File: src/rtl/divider_ratio_ctrl_if.sv
// divider_ratio_ctrl_if
//   Groups the requester-side and divider-side signals of divider_ratio_ctrl.
//   master : requesters plus the divider feedback (drives req, req_div, div_clkout)
//   slave  : the controller (drives gnt, divide_out, div_update, busy, timeout_flag)
// Signals:
//   req          NREQ        level change request per requester, held until gnt
//   req_div      NREQ*DIV_W  requested ratios, slice i = [i*DIV_W +: DIV_W]
//   div_clkout   1           divider clkout fed back, synchronous to clk
//   gnt          NREQ        one-hot, one-cycle acknowledge
//   divide_out   DIV_W       ratio driven into the divider divide_in
//   div_update   1           one-cycle pulse aligned with a new divide_out
//   busy         1           controller is not idle
//   timeout_flag 1           sticky forced-progress indicator
interface divider_ratio_ctrl_if #(
  parameter int NREQ  = 4,
  parameter int DIV_W = 8
);
  logic [NREQ-1:0]       req;
  logic [NREQ*DIV_W-1:0] req_div;
  logic                  div_clkout;
  logic [NREQ-1:0]       gnt;
  logic [DIV_W-1:0]      divide_out;
  logic                  div_update;
  logic                  busy;
  logic                  timeout_flag;

  modport master (
    output req, req_div, div_clkout,
    input  gnt, divide_out, div_update, busy, timeout_flag
  );

  modport slave (
    input  req, req_div, div_clkout,
    output gnt, divide_out, div_update, busy, timeout_flag
  );
endinterface

File: src/rtl/divider_ratio_ctrl.sv
// divider_ratio_ctrl
//   Round-robin arbiter that sequences divide-ratio change requests into a
//   clock divider. A new ratio is only applied on a rising edge of the
//   divider's own clkout, and after each change further changes are held off
//   until SETTLE_EDGES more clkout rising edges have been seen.
// Ports:
//   clk  system clock (also clocks the divider)
//   rst  synchronous reset, active-high
//   bus  divider_ratio_ctrl_if.slave: req/req_div/div_clkout in,
//        gnt/divide_out/div_update/busy/timeout_flag out
// Optional feature:
//   Define DIVCTL_TIMEOUT_EN to add a TIMEOUT_CYC watchdog in WAIT_EDGE and
//   SETTLE that forces progress and sets a sticky timeout_flag. Without it the
//   block waits indefinitely and timeout_flag is tied low.
module divider_ratio_ctrl #(
  parameter int               NREQ         = 4,
  parameter int               DIV_W        = 8,
  parameter logic [DIV_W-1:0] DEFAULT_DIV  = DIV_W'(1),
  parameter int               SETTLE_EDGES = 2,
  parameter int               TIMEOUT_CYC  = 1024
) (
  input logic                 clk,
  input logic                 rst,
  divider_ratio_ctrl_if.slave bus
);

  localparam int         PTR_W      = $clog2(NREQ);
  localparam logic [3:0] SETTLE_CNT = 4'(SETTLE_EDGES);

  // Elaboration-time parameter sanity checks
  if (NREQ < 2 || NREQ > 8) begin : g_bad_nreq
    $error("divider_ratio_ctrl: NREQ must be 2..8");
  end
  if (SETTLE_EDGES < 0 || SETTLE_EDGES > 15) begin : g_bad_settle
    $error("divider_ratio_ctrl: SETTLE_EDGES must be 0..15");
  end
  if (TIMEOUT_CYC < 1) begin : g_bad_timeout
    $error("divider_ratio_ctrl: TIMEOUT_CYC must be at least 1");
  end

  typedef enum logic [1:0] {
    IDLE,
    WAIT_EDGE,
    APPLY,
    SETTLE
  } state_t;

  state_t           state;
  logic [PTR_W-1:0] ptr;
  logic [DIV_W-1:0] lat_div;
  logic [DIV_W-1:0] divide_q;
  logic [NREQ-1:0]  gnt_q;
  logic             div_update_q;
  logic             busy_q;
  logic             clkout_q;
  logic [3:0]       edge_cnt;

  logic             rise;
  logic             tmo_expire;
  logic             win_valid;
  logic [PTR_W-1:0] win_idx;
  logic [PTR_W-1:0] ptr_next;
  logic [DIV_W-1:0] win_div;

  assign rise = bus.div_clkout & ~clkout_q;

  // Round-robin search: first set request at or after ptr, wrapping.
  always_comb begin
    int cand;
    logic [PTR_W-1:0] cidx;
    cand      = 0;
    cidx      = '0;
    win_valid = 1'b0;
    win_idx   = '0;
    for (int k = 0; k < NREQ; k++) begin
      cand = int'(ptr) + k;
      if (cand >= NREQ) begin
        cand = cand - NREQ;
      end
      cidx = PTR_W'(cand);
      if (!win_valid && bus.req[cidx]) begin
        win_valid = 1'b1;
        win_idx   = cidx;
      end
    end
  end

  // Select the winner's ratio slice and the pointer that follows it.
  always_comb begin
    win_div = '0;
    for (int k = 0; k < NREQ; k++) begin
      if (win_idx == PTR_W'(k)) begin
        win_div = bus.req_div[k*DIV_W +: DIV_W];
      end
    end
    ptr_next = (win_idx == PTR_W'(NREQ - 1)) ? '0 : win_idx + PTR_W'(1);
  end

`ifdef DIVCTL_TIMEOUT_EN
  localparam int TMO_W = $clog2(TIMEOUT_CYC + 1);

  logic [TMO_W-1:0] tmo_cnt;
  logic             tmo_flag_q;

  assign tmo_expire = ((state == WAIT_EDGE) || (state == SETTLE)) &&
                      (tmo_cnt == TMO_W'(TIMEOUT_CYC - 1));

  // Watchdog runs only while waiting; IDLE and APPLY are the only ways into
  // the waiting states, so clearing it there gives a fresh count on entry.
  // The flag is set only when the expiry is what actually moves the FSM.
  always_ff @(posedge clk) begin
    if (rst) begin
      tmo_cnt    <= '0;
      tmo_flag_q <= 1'b0;
    end else begin
      if ((state == WAIT_EDGE) || (state == SETTLE)) begin
        tmo_cnt <= tmo_cnt + TMO_W'(1);
      end else begin
        tmo_cnt <= '0;
      end
      if (tmo_expire &&
          (((state == WAIT_EDGE) && !rise) ||
           ((state == SETTLE) && (edge_cnt != SETTLE_CNT)))) begin
        tmo_flag_q <= 1'b1;
      end
    end
  end

  assign bus.timeout_flag = tmo_flag_q;
`else
  assign tmo_expire       = 1'b0;
  assign bus.timeout_flag = 1'b0;
`endif

  // Main sequencer. gnt and div_update default low so each is a single-cycle
  // pulse; a request whose ratio already matches divide_out is acknowledged
  // but never reaches the divider.
  always_ff @(posedge clk) begin
    if (rst) begin
      state        <= IDLE;
      ptr          <= '0;
      lat_div      <= DEFAULT_DIV;
      divide_q     <= DEFAULT_DIV;
      gnt_q        <= '0;
      div_update_q <= 1'b0;
      busy_q       <= 1'b0;
      clkout_q     <= 1'b0;
      edge_cnt     <= '0;
    end else begin
      clkout_q     <= bus.div_clkout;
      gnt_q        <= '0;
      div_update_q <= 1'b0;
      case (state)
        IDLE: begin
          if (win_valid) begin
            gnt_q   <= NREQ'(1) << win_idx;
            lat_div <= win_div;
            ptr     <= ptr_next;
            if (win_div != divide_q) begin
              state  <= WAIT_EDGE;
              busy_q <= 1'b1;
            end
          end
        end
        WAIT_EDGE: begin
          if (rise || tmo_expire) begin
            state <= APPLY;
          end
        end
        APPLY: begin
          divide_q     <= lat_div;
          div_update_q <= 1'b1;
          edge_cnt     <= '0;
          state        <= SETTLE;
        end
        SETTLE: begin
          if ((edge_cnt == SETTLE_CNT) || tmo_expire) begin
            state  <= IDLE;
            busy_q <= 1'b0;
          end else if (rise) begin
            edge_cnt <= edge_cnt + 4'd1;
          end
        end
        default: begin
          state  <= IDLE;
          busy_q <= 1'b0;
        end
      endcase
    end
  end

  assign bus.gnt        = gnt_q;
  assign bus.divide_out = divide_q;
  assign bus.div_update = div_update_q;
  assign bus.busy       = busy_q;

endmodule

File: src/flat_wrapper.sv
// flat-port wrapper written by rule: the top's interface ports become plain ports
module divider_ratio_ctrl_flat 
#(
  parameter int               NREQ         = 4,
  parameter int               DIV_W        = 8,
  parameter logic [DIV_W-1:0] DEFAULT_DIV  = DIV_W'(1),
  parameter int               SETTLE_EDGES = 2,
  parameter int               TIMEOUT_CYC  = 1024
)
  (clk, rst, bus_req, bus_req_div, bus_div_clkout, bus_gnt, bus_divide_out, bus_div_update, bus_busy, bus_timeout_flag);
  divider_ratio_ctrl_if #(.NREQ(NREQ), .DIV_W(DIV_W)) bus_i ();
  input logic clk;
  input logic rst;
  input wire logic [$bits(bus_i.req)-1:0] bus_req;
  input wire logic [$bits(bus_i.req_div)-1:0] bus_req_div;
  input wire logic [$bits(bus_i.div_clkout)-1:0] bus_div_clkout;
  output wire logic [$bits(bus_i.gnt)-1:0] bus_gnt;
  output wire logic [$bits(bus_i.divide_out)-1:0] bus_divide_out;
  output wire logic [$bits(bus_i.div_update)-1:0] bus_div_update;
  output wire logic [$bits(bus_i.busy)-1:0] bus_busy;
  output wire logic [$bits(bus_i.timeout_flag)-1:0] bus_timeout_flag;
  assign bus_i.req = bus_req;
  assign bus_i.req_div = bus_req_div;
  assign bus_i.div_clkout = bus_div_clkout;
  assign bus_gnt = bus_i.gnt;
  assign bus_divide_out = bus_i.divide_out;
  assign bus_div_update = bus_i.div_update;
  assign bus_busy = bus_i.busy;
  assign bus_timeout_flag = bus_i.timeout_flag;
  divider_ratio_ctrl #(.NREQ(NREQ), .DIV_W(DIV_W), .DEFAULT_DIV(DEFAULT_DIV), .SETTLE_EDGES(SETTLE_EDGES), .TIMEOUT_CYC(TIMEOUT_CYC)) u_core (.clk(clk), .rst(rst), .bus(bus_i));
endmodule
File: config.mk
export PLATFORM = sky130hd
export DESIGN_NAME = divider_ratio_ctrl_flat
export DESIGN_NICKNAME = d
export VERILOG_FILES = /design/src/rtl/divider_ratio_ctrl_if.sv /design/src/rtl/divider_ratio_ctrl.sv /design/src/flat_wrapper.sv
export SDC_FILE = /design/constraint.sdc
export NUM_CORES = 1
export LEC_CHECK = 0
export CORE_MARGIN = 4
export CORE_UTILIZATION = 42
export CTS_BUF_LIST = sky130_fd_sc_hd__clkbuf_4 sky130_fd_sc_hd__clkbuf_8 sky130_fd_sc_hd__clkbuf_16
export CTS_CLUSTER_DIAMETER = 200
export CTS_CLUSTER_SIZE = 20
export DETAILED_ROUTE_END_ITERATION = 16
export PLACE_DENSITY_LB_ADDON = 0.3
export SYNTH_ARGS = -nofsm -noshare
export SYNTH_HDL_FRONTEND = slang
export SYNTH_SLANG_ARGS = --single-unit
File: constraint.sdc
create_clock -name clk -period 3.6 [get_ports clk]
set_input_delay 0.54 -clock clk [delete_from_list [all_inputs] [get_ports clk]]
set_output_delay 0.54 -clock clk [all_outputs]
set_load 0.02 [all_outputs]
==> reports/qor.csv, run 1 <==
stage,metric,value,unit
finish,ANT cells,0,
finish,fin nets,340,
routing,final WL,5.16,mm
routing,via count,1830,
timing,Worst Skew,0.00554,ns
die,die area,0.00539,sq mm
synthesis,"Avg Cell Area, Syn",8.52,sq um
synthesis,Post-synth ARST share,0,%
timing,Max transition margin,51.5,%
global_route,vias in the first global route,1824,
min_path,Hold Crit Start,u_core.lat_div[7]$_SDFFE_PP0P_,
finish,share of cells above drive strength 1,22.7,%
timing,RSZ-0062 raised after global routing,false,
clock_tree,CTS tree,yes,
routing,drt wl/cell,15.1,um
timing,crit path time final,3.44,ns
timing,final setup fails,0,
die,Top Ports,54,
critical_path,RR Startpoint,u_core.ptr[1]$_SDFFE_PP0P_,
clock_tree,number of clock sinks,31,
timing,fmax,290,MHz
routing,# DRC,0,
clock_tree,Clock Path Buffers,2,
critical_path,critical path type,input port to flop,
timing,max-slew violation count,0,
routing,DR pass1 iterations,4,
power_and_ir_drop,VDD IR max,0.000343,V
min_path,Hold Path Sink,u_core.lat_div[7]$_SDFFE_PP0P_,
clock_tree,root buffer cell,clkbuf_8,
die,initial core utilization,44.3,%
synthesis,Post-synth EDFFs,0,
power_and_ir_drop,Leak,0.00111,uW
routing,initial DRC count,83,
die,Die X,73.4,um
clock_tree,"Hold-fix buffers, CTS",0,
global_route,antenna violations before repair,0,
critical_path,worst-path cell chain,clkdlybuf4s50_1 > inv_1 > o22ai_1 > a21oi_2 > buf_4 > ha_4 > or2_4 > a221oi_4 > nor3_2 > or4b_1 > or4_4 > a211oi_2 > a41o_1,
synthesis,total nets after synthesis,261,
global_route,largest net degree at the start of global routing,19,
critical_path,Crit-path slowest cell,or4_4,
timing,"Hold Vio Cnt, Final",0,
placement,Placer Congestion,0.891,
critical_path,Required @ worst endpoint,3.83,ns
synthesis,number of synthesized register bits,31,
timing,setup TNS,0,ns
critical_path,Critical Path Fanout Max,5,
global_route,GR Util All Layers,19.4,%
die,Rows,23,
timing,slew at the pin with the worst max-slew slack,0.728,ns
critical_path,startpoint types,input port,
global_route,first-pass GRT wire length,8.10,mm
placement,Inst Count DP,328,
critical_path,CP endpoint kind,flop,
global_route,grt total ovfl,0,
placement,Detail Placement HPWL,3.77,mm
finish,"Area growth, synth to finish",53.6,%
die,Die H,73.4,um
die,area of the core,0.00406,sq mm
flow_run,Max-Cap Viols,0,
min_path,worst min path class,flop to flop,
critical_path,R2R Setup Slk,0.41,ns
critical_path,FF-to-FF End,u_core.state[1]$_SDFFE_PP0P_,
power_and_ir_drop,PwrDens,718,mW/mm^2
critical_path,Crit path arrival time,3.67,ns
critical_path,worst r2r path cells,13,
placement,placed cell area,0.00250,sq mm
timing,Final Cycle Share,95.6,%
placement,IO Port Bufs,52,
finish,design area,0.00276,sq mm
finish,Layout Utilization,68.1,%
critical_path,"Largest stage delay, worst path",0.52,ns
synthesis,Cells after Synth,211,
clock_tree,H-tree levels,2,
clock_tree,clk slew on worst S/H paths,0.07,ns
status,outcome,finished clean,
clock_tree,Inserted Clock Buffers,5,
finish,final non-filler cell total,341,
synthesis,Post-synth top flop,dfxtp_1,
synthesis,"Seq/Total Area, Yosys",34.5,%
routing,number of vias per cell,5.37,
routing,antenna-violating nets left,0,
synthesis,yosys warns,0,
synthesis,Syn Std Cell Area,0.00180,sq mm
synthesis,Cell variety after synth,45,
timing,PnR worst setup slack,0.157,ns
placement,Placement Setup Slack,-0.486,ns
clock_tree,Worst-Skew Late Latency,0.28,ns
min_path,hold depth,2,
Yosys cell counts, types with 4 or more instances:
| master | n | share of area, % |
|---|---|---|
| a21oi_1 | 16 | 4.5 |
| dfxtp_1 | 31 | 35 |
| a221oi_1 | 5 | 2.4 |
| nor3_1 | 8 | 2.2 |
| nor2b_1 | 7 | 2.4 |
| o21ai_0 | 4 | 1.1 |
| nand2_1 | 17 | 3.5 |
| ha_1 | 11 | 7.7 |
| nor2_1 | 23 | 4.8 |
| mux2i_1 | 8 | 4.5 |
| or3_1 | 6 | 2.1 |
| inv_1 | 13 | 2.7 |
| o22ai_1 | 10 | 3.5 |
| clkbuf_1 | 5 | 1.0 |
layer usage:
metal / share of wire (%) / vias to the layer above / global-route usage, %
li1: - / 912 / -
met3: 4.3 / 10 / 4.51
met2: 51 / 47 / 34.1
met1: 43 / 861 / 22.7
met4: 1.9 / 0 / 7.65
met5: 0 / - / 0
per-stage QoR:
stage | power (uW) | hold slack [ns]
floorplan | 1170 | 0.436
global placement | 1510 | 0.442
detailed placement | 1530 | 0.454
CTS | 1860 | 0.463
global route | 2120 | 0.486
finish | 1980 | 0.463
worst max-delay path, delay by kind of cell:
kind	cells	cell delay, ns
AOI/OAI and AO/OA	5	0.82
and+or+nand+nor	4	1.39
buffers and inverters	3	0.74
adders and majority gates	1	0.18
power by group:
group	switching, uW	total (uW)	internal, uW
Clock	131	282	151
Sequential	61.7	493	431
Combinational	607	1210	602
Total	800	1980	1180
worst max path at each step:
stage / start / to / slack (ns) / cells after the start
final: bus_req[2] / u_core.state[1]$_SDFFE_PP0P_ / 0.16 / 13
after global routing: bus_req[2] / u_core.state[1]$_SDFFE_PP0P_ / 0.01 / 14
after CTS: bus_req[1] / u_core.state[1]$_SDFFE_PP0P_ / 0.002 / 14
after detailed placement: bus_req[0] / u_core.state[1]$_SDFFE_PP0P_ / -0.49 / 14
after global placement: bus_req[0] / u_core.state[1]$_SDFFE_PP0P_ / -0.41 / 14
after floorplan: bus_req[0] / u_core.state[1]$_SDFFE_PP0P_ / 0.05 / 14
state kept, by name, indices dropped and copies added, names as in the netlist:
name                   flops
u_core.edge_cnt            4
u_core.clkout_q            1
u_core.ptr                 2
u_core.bus.busy            1
u_core.bus.divide_out      8
u_core.lat_div             8
u_core.bus.gnt             4
u_core.bus.div_update      1
u_core.state               2
kinds of logic after synthesis:
family / Yosys count / share of synthesized area [%]
buffers and inverters: 22 / 6.05
adder cells (fa/ha/maj): 11 / 7.65
multiplexers: 8 / 4.45
flip-flops: 31 / 34.5
XOR/XNOR: 4 / 1.95
other: 1 / 0.209
AND/OR/NAND/NOR: 83 / 24.3
AO/OA/AOI/OAI: 51 / 20.9
timing repair:
action | 4_1_cts | 5_1_grt
pin swaps | 1 | 8
setup endpoints to repair | 3 | 3
gates cloned | 0 | 0
resized for setup | 10 | 20
buffers inserted | 1 | 4
cell usage in the layout, fill, tap and decap left out, types with 7 or more instances in the layout:
cell | synthesis | routed
mux2i_1 | 8 | 8
nor3_1 | 8 | 7
nor2_1 | 23 | 23
ha_1 | 11 | 8
buf_4 | 1 | 29
o22ai_1 | 10 | 7
a21oi_1 | 16 | 14
nand2_1 | 17 | 17
clkdlybuf4s50_1 | 0 | 50
dfxtp_1 | 31 | 31
inv_1 | 13 | 11
final cells by class:
| type | count | area [sq um] |
|---|---|---|
| Sequential cell | 31 | 621 |
| Inverter | 13 | 48.8 |
| Fill cell | 322 | 1300 |
| Tap cell | 50 | 62.6 |
| Multi-Input combinational cell | 158 | 1200 |
| Clock buffer | 7 | 83.8 |
| Clock inverter | 1 | 5.00 |
| Timing Repair Buffer | 81 | 739 |
(Power assumes the default switching activity.)
==> run 2, diff against run 1 <==
Settings changed: REMOVE_ABC_BUFFERS from default to 1, SLEW_MARGIN from default to 20.
==> run 2 against run 1 <==
- global-route usage fell by 1.5 points
- wire length down 11%
- clock-buffer cell count shrank 1
- sequential power about the same
- critical endpoint unchanged
==> reports/qor.csv, run 2 (synthesized netlist as in run 1, its figures left out) <==
stage,metric,value,unit,change
status,outcome,finished clean,,unchanged
die,area of the core,0.00406,sq mm,unchanged
placement,Placer Congestion,0.803,,was 0.891
power_and_ir_drop,sw frac,39.8,%,was 40.3%
finish,filler cell count,314,,was 322
clock_tree,H-tree levels,2,,unchanged
die,Rows,23,,unchanged
critical_path,Crit path arrival time,3.66,ns,was 3.67 ns
timing,setup TNS,0,ns,unchanged
power_and_ir_drop,PwrDens,710,mW/mm^2,was 718 mW/mm^2
timing,crit path time final,3.43,ns,was 3.44 ns
timing,Final Cycle Share,95.4,%,was 95.6%
power_and_ir_drop,Seq pwr share,25.8,%,was 24.9%
finish,share of cells above drive strength 1,20.6,%,was 22.7%
routing,DR pass1 iterations,4,,unchanged
routing,final WL,4.60,mm,was 5.16 mm
routing,# DRC,0,,unchanged
critical_path,startpoint types,input port,,unchanged
power_and_ir_drop,Leak,0.00105,uW,was 0.00111 uW
critical_path,Crit path max-delay family,simple AND/OR/NAND/NOR gates,,unchanged
placement,Detail Placement HPWL,3.45,mm,was 3.77 mm
power_and_ir_drop,combinational fraction of design power,59.7,%,was 61.0%
finish,fin nets,331,,was 340
clock_tree,Clock Path Buffers,2,,unchanged
timing,fmax,291,MHz,was 290 MHz
timing,Worst Skew,0.00412,ns,was 0.00554 ns
timing,slew at the pin with the worst max-slew slack,0.629,ns,was 0.728 ns
critical_path,Required @ worst endpoint,3.82,ns,was 3.83 ns
clock_tree,root buffer cell,clkbuf_8,,unchanged
timing,Max transition margin,58.1,%,was 51.5%
power_and_ir_drop,Clk network pwr share,14.5,%,was 14.2%
flow_run,Max-Cap Viols,0,,unchanged
finish,"commonest non-fill, non-tap cell in the layout",clkdlybuf4s50_1,,unchanged
routing,drt wl/cell,13.9,um,was 15.1 um
die,Die X,73.4,um,unchanged
critical_path,Critical Path Fanout Max,6,,was 5
timing,"Hold Vio Cnt, Final",0,,unchanged
global_route,vias in the first global route,1691,,"was 1,824"
clock_tree,CTS tree,yes,,unchanged
finish,"Area growth, synth to finish",49.8,%,was 53.6%
critical_path,"Largest stage delay, worst path",0.52,ns,about the same
global_route,antenna violations before repair,0,,unchanged
die,initial core utilization,44.3,%,unchanged
power_and_ir_drop,Total Power,1910,uW,was 1980 uW
clock_tree,Inserted Clock Buffers,5,,unchanged
routing,number of vias per cell,5.26,,was 5.37
critical_path,critical path type,input port to flop,,unchanged
global_route,grt total ovfl,0,,unchanged
global_route,largest net degree at the start of global routing,17,,was 19
routing,antenna-violating nets left,0,,unchanged
critical_path,CP endpoint kind,flop,,unchanged
routing,initial DRC count,64,,was 83
finish,highest-count cells in the layout ignoring fill and taps,"clkdlybuf4s50_1, dfxtp_1, nor2_1, buf_4, nand2_1",,"was clkdlybuf4s50_1, dfxtp_1, buf_4, nor2_1, nand2_1"
timing,max-slew violation count,0,,unchanged
critical_path,WP buf/inv,2,,was 3
clock_tree,number of clock sinks,31,,unchanged
power_and_ir_drop,cell-internal power,1150,uW,was 1180 uW
global_route,GR Util All Layers,18.0,%,was 19.4%
finish,ANT cells,0,,unchanged
die,Die H,73.4,um,unchanged
clock_tree,Worst-Skew Late Latency,0.28,ns,about the same
die,Top Ports,54,,unchanged
critical_path,Crit-path slowest cell,or4b_1,,was or4_4
power_and_ir_drop,VDD IR max,0.000379,V,was 0.000343 V
clock_tree,clk slew on worst S/H paths,0.06,ns,was 0.07 ns
routing,via count,1740,,"was 1,830"
clock_tree,"Hold-fix buffers, CTS",0,,unchanged
timing,final setup fails,0,,unchanged
power_and_ir_drop,Switch Pwr,762,uW,was 800 uW
critical_path,worst-path cell chain,clkdlybuf4s50_1 > inv_2 > nand2_1 > a21oi_2 > o22a_2 > ha_4 > or2_4 > a221oi_4 > nor3_2 > or4b_1 > or4_4 > a211oi_2 > a41o_1,,was clkdlybuf4s50_1 > inv_1 > o22ai_1 > a21oi_2 > buf_4 > ha_4 > or2_4 > a221oi_4 > nor3_2 > or4b_1 > or4_4 > a211oi_2 > a41o_1
placement,IO Port Bufs,52,,unchanged
min_path,worst min path class,flop to flop,,unchanged
global_route,first-pass GRT wire length,7.59,mm,was 8.10 mm
die,die area,0.00539,sq mm,unchanged
run 2: cell types whose count changed in the layout (fill, tap and decap cells not counted), sizes merged:
cell	change
buf	-9
clkbuf	-1
run 2: area by class of cell:
type	instances	area (sq um)	area share, %
Multi-Input combinational cell	158	1200	44.5
Clock inverter	1	5.00	0.186
Clock buffer	6	82.6	3.07
Inverter	13	51.3	1.90
Sequential cell	31	621	23.0
Timing Repair Buffer	72	672	24.9
Tap cell	50	62.6	2.32
run 2: worst paths after layout:
check | startpoint | endpoint | slack, ns | cells past startpoint
max reg2reg | u_core.ptr[1]$_SDFFE_PP0P_ | u_core.state[1]$_SDFFE_PP0P_ | 0.47 | 12
min reg2reg | u_core.lat_div[5]$_SDFFE_PP0P_ | u_core.lat_div[5]$_SDFFE_PP0P_ | 0.46 | 2
min | u_core.lat_div[5]$_SDFFE_PP0P_ | u_core.lat_div[5]$_SDFFE_PP0P_ | 0.46 | 2
max | bus_req[1] | u_core.state[1]$_SDFFE_PP0P_ | 0.17 | 13
run 2: through the flow:
| step | std cells | utilization [%] | hold slack, ns | cell area [sq um] | setup slack, ns |
|---|---|---|---|---|---|
| after detailed placement | 322 | 60.5 | 0.450 | 2460 | -0.441 |
| after CTS | 329 | 63.2 | 0.459 | 2560 | 0.0314 |
| after floorplan | 202 | - | 0.430 | 1740 | 0.0575 |
| final | 331 | 66.4 | 0.458 | 2690 | 0.165 |
| after global placement | 322 | 60.5 | 0.443 | 2460 | -0.388 |
| after global routing | 331 | 66.4 | 0.476 | 2690 | -0.0161 |
run 2: repair_timing:
action	CTS	global route
setup buffers	0	2
pin swaps	0	8
endpoints found under the setup margin	3	3
endpoints found under the hold margin	0	0
resized for setup	8	26
run 2: worst reg2reg max path: stages (launching register included):
cell and delay (ns):
dfxtp_1 0.41, nand2_1 0.07, nand2_1 0.08, a21oi_2 0.05
o22a_2 0.31, ha_4 0.21, or2_4 0.29, a221oi_4 0.23
nor3_2 0.08, or4b_1 0.52, or4_4 0.52, a211oi_2 0.19
a41o_1 0.11
run 2: routing by layer:
metal / up-vias / share of wire, % / track usage (%)
met5: - / 0 / 0
met4: 0 / 1.2 / 6.64
met3: 5 / 5.2 / 4.79
met2: 43 / 48 / 28.6
met1: 799 / 45 / 23.2
li1: 893 / - / -
run 2: power by group through the flow:
stage	registers [uW]	logic (uW)	clock network (uW)
2_1_floorplan	510	613	0
3_3_place_gp	492	999	0
3_5_place_dp	494	1010	0
4_1_cts	488	1040	285
5_1_grt	506	1260	299
6_report	493	1140	278
==> run 3, diff against run 2 <==
Settings changed: ABC_AREA from default to 1, CORE_UTILIZATION 42 to 44.
==> run 3 against run 2 <==
- die area up 7.2%
- worst hold slack got worse by 0.017 ns
- global-route usage down 1.8 points
- critical endpoint unchanged
- sequential cell count unchanged
- critical path depth increased by 12
- core utilization fell by 5.2 points
- largest cell class unchanged
- clock power rose by 28%
==> reports/qor.csv, run 3 <==
stage,metric,value,unit,change
timing,max-slew violation count,0,,unchanged
finish,Reg area,622,sq um,was 621 sq um
synthesis,Cells after Synth,306,,was 211
synthesis,Cell variety after synth,33,,was 45
routing,drt wl/cell,11.5,um,was 13.9 um
synthesis,Post-synth EDFFs,0,,unchanged
die,Rows,24,,was 23
die,die area,0.00578,sq mm,was 0.00539 sq mm
synthesis,"Avg Cell Area, Syn",6.66,sq um,was 8.52 sq um
synthesis,yosys warns,0,,unchanged
finish,fin nets,407,,was 331
power_and_ir_drop,PwrDens,1050,mW/mm^2,was 710 mW/mm^2
routing,number of vias per cell,4.93,,was 5.26
placement,IO Port Bufs,52,,unchanged
critical_path,CP endpoint kind,flop,,unchanged
clock_tree,Inserted Clock Buffers,5,,unchanged
global_route,antenna violations before repair,0,,unchanged
finish,ANT cells,0,,unchanged
clock_tree,CTS tree,yes,,unchanged
synthesis,"top cells by area, synth","dfxtp_1, nand2_1, a21oi_1, inv_1, ha_1",,"was dfxtp_1, ha_1, nor2_1, a21oi_1, mux2i_1"
synthesis,"Seq/Total Area, Yosys",30.5,%,was 34.5%
power_and_ir_drop,Total Power,2830,uW,was 1910 uW
global_route,grt total ovfl,0,,unchanged
critical_path,Crit path max-delay family,simple AND/OR/NAND/NOR gates,,unchanged
flow_run,Max-Cap Viols,0,,unchanged
clock_tree,number of clock sinks,31,,unchanged
timing,Final Cycle Share,88.7,%,was 95.4%
synthesis,Post-synth ARST share,0,%,unchanged
critical_path,cell mode on critical path,nand2_1,,
finish,highest-count cells in the layout ignoring fill and taps,"nand2_1, clkdlybuf4s50_1, inv_1, dfxtp_1, a21oi_1",,"was clkdlybuf4s50_1, dfxtp_1, nor2_1, buf_4, nand2_1"
critical_path,startpoint types,input port,,unchanged
critical_path,crit path launch,bus_req[0],,was bus_req[1]
clock_tree,H-tree levels,2,,unchanged
synthesis,Post-synth top flop,dfxtp_1,,unchanged
power_and_ir_drop,Leak,0.00125,uW,was 0.00105 uW
global_route,vias in the first global route,1824,,"was 1,691"
timing,fmax,313,MHz,was 291 MHz
timing,slew at the pin with the worst max-slew slack,0.571,ns,was 0.629 ns
routing,antenna-violating nets left,0,,unchanged
timing,"Hold Vio Cnt, Final",0,,unchanged
min_path,worst min path class,flop to flop,,unchanged
synthesis,Post-synth top cells,"nand2_1, inv_1, dfxtp_1",,"was dfxtp_1, nor2_1, nand2_1"
finish,Multi-input gate area,0.00119,sq mm,was 0.00120 sq mm
timing,Max transition margin,61.9,%,was 58.1%
critical_path,critical path type,input port to flop,,unchanged
synthesis,most common cell in the netlist,nand2_1,,was dfxtp_1
die,Die H,76.0,um,was 73.4 um
finish,"Area growth, synth to finish",32.5,%,was 49.8%
timing,final setup fails,0,,unchanged
critical_path,Crit-path slowest cell,clkdlybuf4s50_1,,was or4b_1
die,Top Ports,54,,unchanged
critical_path,Required @ worst endpoint,3.78,ns,was 3.82 ns
routing,via count,2023,,"was 1,740"
routing,# DRC,0,,unchanged
routing,initial DRC count,93,,was 64
placement,Detail Placement HPWL,3.71,mm,was 3.45 mm
critical_path,"Largest stage delay, worst path",0.39,ns,was 0.52 ns
die,area of the core,0.00441,sq mm,was 0.00406 sq mm
min_path,Hold Crit Start,u_core.bus.busy$_SDFFE_PP0P_,,was u_core.lat_div[5]$_SDFFE_PP0P_
finish,final non-filler cell total,410,,was 331
critical_path,RR Startpoint,u_core.ptr[1]$_SDFFE_PP0P_,,unchanged
placement,Placement Setup Slack,-0.0360,ns,was -0.441 ns
clock_tree,"Hold-fix buffers, CTS",0,,unchanged
clock_tree,Worst-Skew Late Latency,0.28,ns,about the same
global_route,GR Util All Layers,16.1,%,was 18.0%
clock_tree,Clock Path Buffers,2,,unchanged
synthesis,cell taking the most area after synthesis,dfxtp_1,,unchanged
synthesis,area share of the largest cell type after synthesis,30.5,%,was 34.5%
synthesis,Syn Std Cell Area,0.00204,sq mm,was 0.00180 sq mm
finish,"commonest non-fill, non-tap cell in the layout",nand2_1,,was clkdlybuf4s50_1
placement,Placer Congestion,0.851,,was 0.803
die,Die X,76.0,um,was 73.4 um
timing,PnR worst setup slack,0.407,ns,was 0.165 ns
timing,crit path time final,3.19,ns,was 3.43 ns
status,outcome,finished clean,,unchanged
die,initial core utilization,46.1,%,was 44.3%
critical_path,Critical Path Fanout Max,8,,was 6
timing,Worst Skew,0.00464,ns,was 0.00412 ns
finish,filler cell count,409,,was 314
critical_path,WP buf/inv,6,,was 2
finish,share of cells above drive strength 1,12.8,%,was 20.6%
clock_tree,clk slew on worst S/H paths,0.07,ns,was 0.06 ns
finish,Layout Utilization,61.1,%,was 66.4%
placement,Inst Count DP,402,,was 322
routing,final WL,4.73,mm,was 4.60 mm
timing,hold slack,0.441,ns,was 0.458 ns
synthesis,number of synthesized register bits,31,,unchanged
routing,DR pass1 iterations,4,,unchanged
timing,RSZ-0062 raised after global routing,false,,
clock_tree,root buffer cell,clkbuf_8,,unchanged
power_and_ir_drop,VDD IR max,0.000437,V,was 0.000379 V
global_route,largest net degree at the start of global routing,24,,was 17
critical_path,Crit path arrival time,3.37,ns,was 3.66 ns
global_route,first-pass GRT wire length,7.78,mm,was 7.59 mm
## run 3: timing repair
item / CTS / global route
buffers inserted: 0 / 0
gates resized for setup: 0 / 3
endpoints found under the setup margin: 0 / 3
## run 3: metrics by stage
step | setup TNS [ns] | instance area (sq um)
final | 0 | 2700
after detailed placement | -0.0618 | 2580
after floorplan | 0 | 1970
after global routing | 0 | 2700
after global placement | 0 | 2580
after CTS | 0 | 2700
## run 3: logic make-up (layout without fill, tap and decap cells)
kind of cell / count (synthesis) / in the layout / share of synthesized area (%)
buf+inv: 53 / 105 / 11.2
compound gates: 58 / 58 / 16.0
xor+xnor: 2 / 2 / 1.23
simple gates: 150 / 150 / 34.2
other cells: 1 / 1 / 0.184
fa+ha+maj: 11 / 11 / 6.76
flops: 31 / 31 / 30.5
## run 3: tightest hold or removal path, stage by stage, from the launching register on
cell and delay (ns):
dfxtp_1 0.31, inv_1 0.04, a21oi_1 0.05
## run 3: worst paths after layout
| kind | end | slack (ns) | depth (start not counted) |
|---|---|---|---|
| max | u_core.state[1]$_SDFFE_PP0P_ | 0.41 | 25 |
| max reg2reg | u_core.state[1]$_SDFFE_PP0P_ | 0.55 | 25 |
| min reg2reg | u_core.bus.busy$_SDFFE_PP0P_ | 0.44 | 2 |
| min | u_core.bus.busy$_SDFFE_PP0P_ | 0.44 | 2 |
## run 3: layout make-up
cell class                 instances  share of cell area (%)
clock inverter                     2                    1.30
sequential                        31                    23.0
multi-input combinational        222                    44.1
timing repair buffer              55                    20.1
inverter                          42                    5.93
clock buffer                       6                    3.06
tap                               52                    2.41
## run 3: where the power goes
part | internal, uW | switching (uW) | total, uW | leakage (uW)
registers | 454 | 81.4 | 536 | 0.000255
logic | 718 | 1220 | 1930 | 0.000932
clock network | 224 | 133 | 357 | 0.0000612
total | 1400 | 1430 | 2830 | 0.00125
## run 3: per-layer routing
layer	vias up	part of all wire (%)	track usage, %
met3	4	5.2	5.08
met5	-	0	0
met2	41	45	24.4
li1	1076	-	-
met4	0	1.1	4.98
met1	902	49	21.7
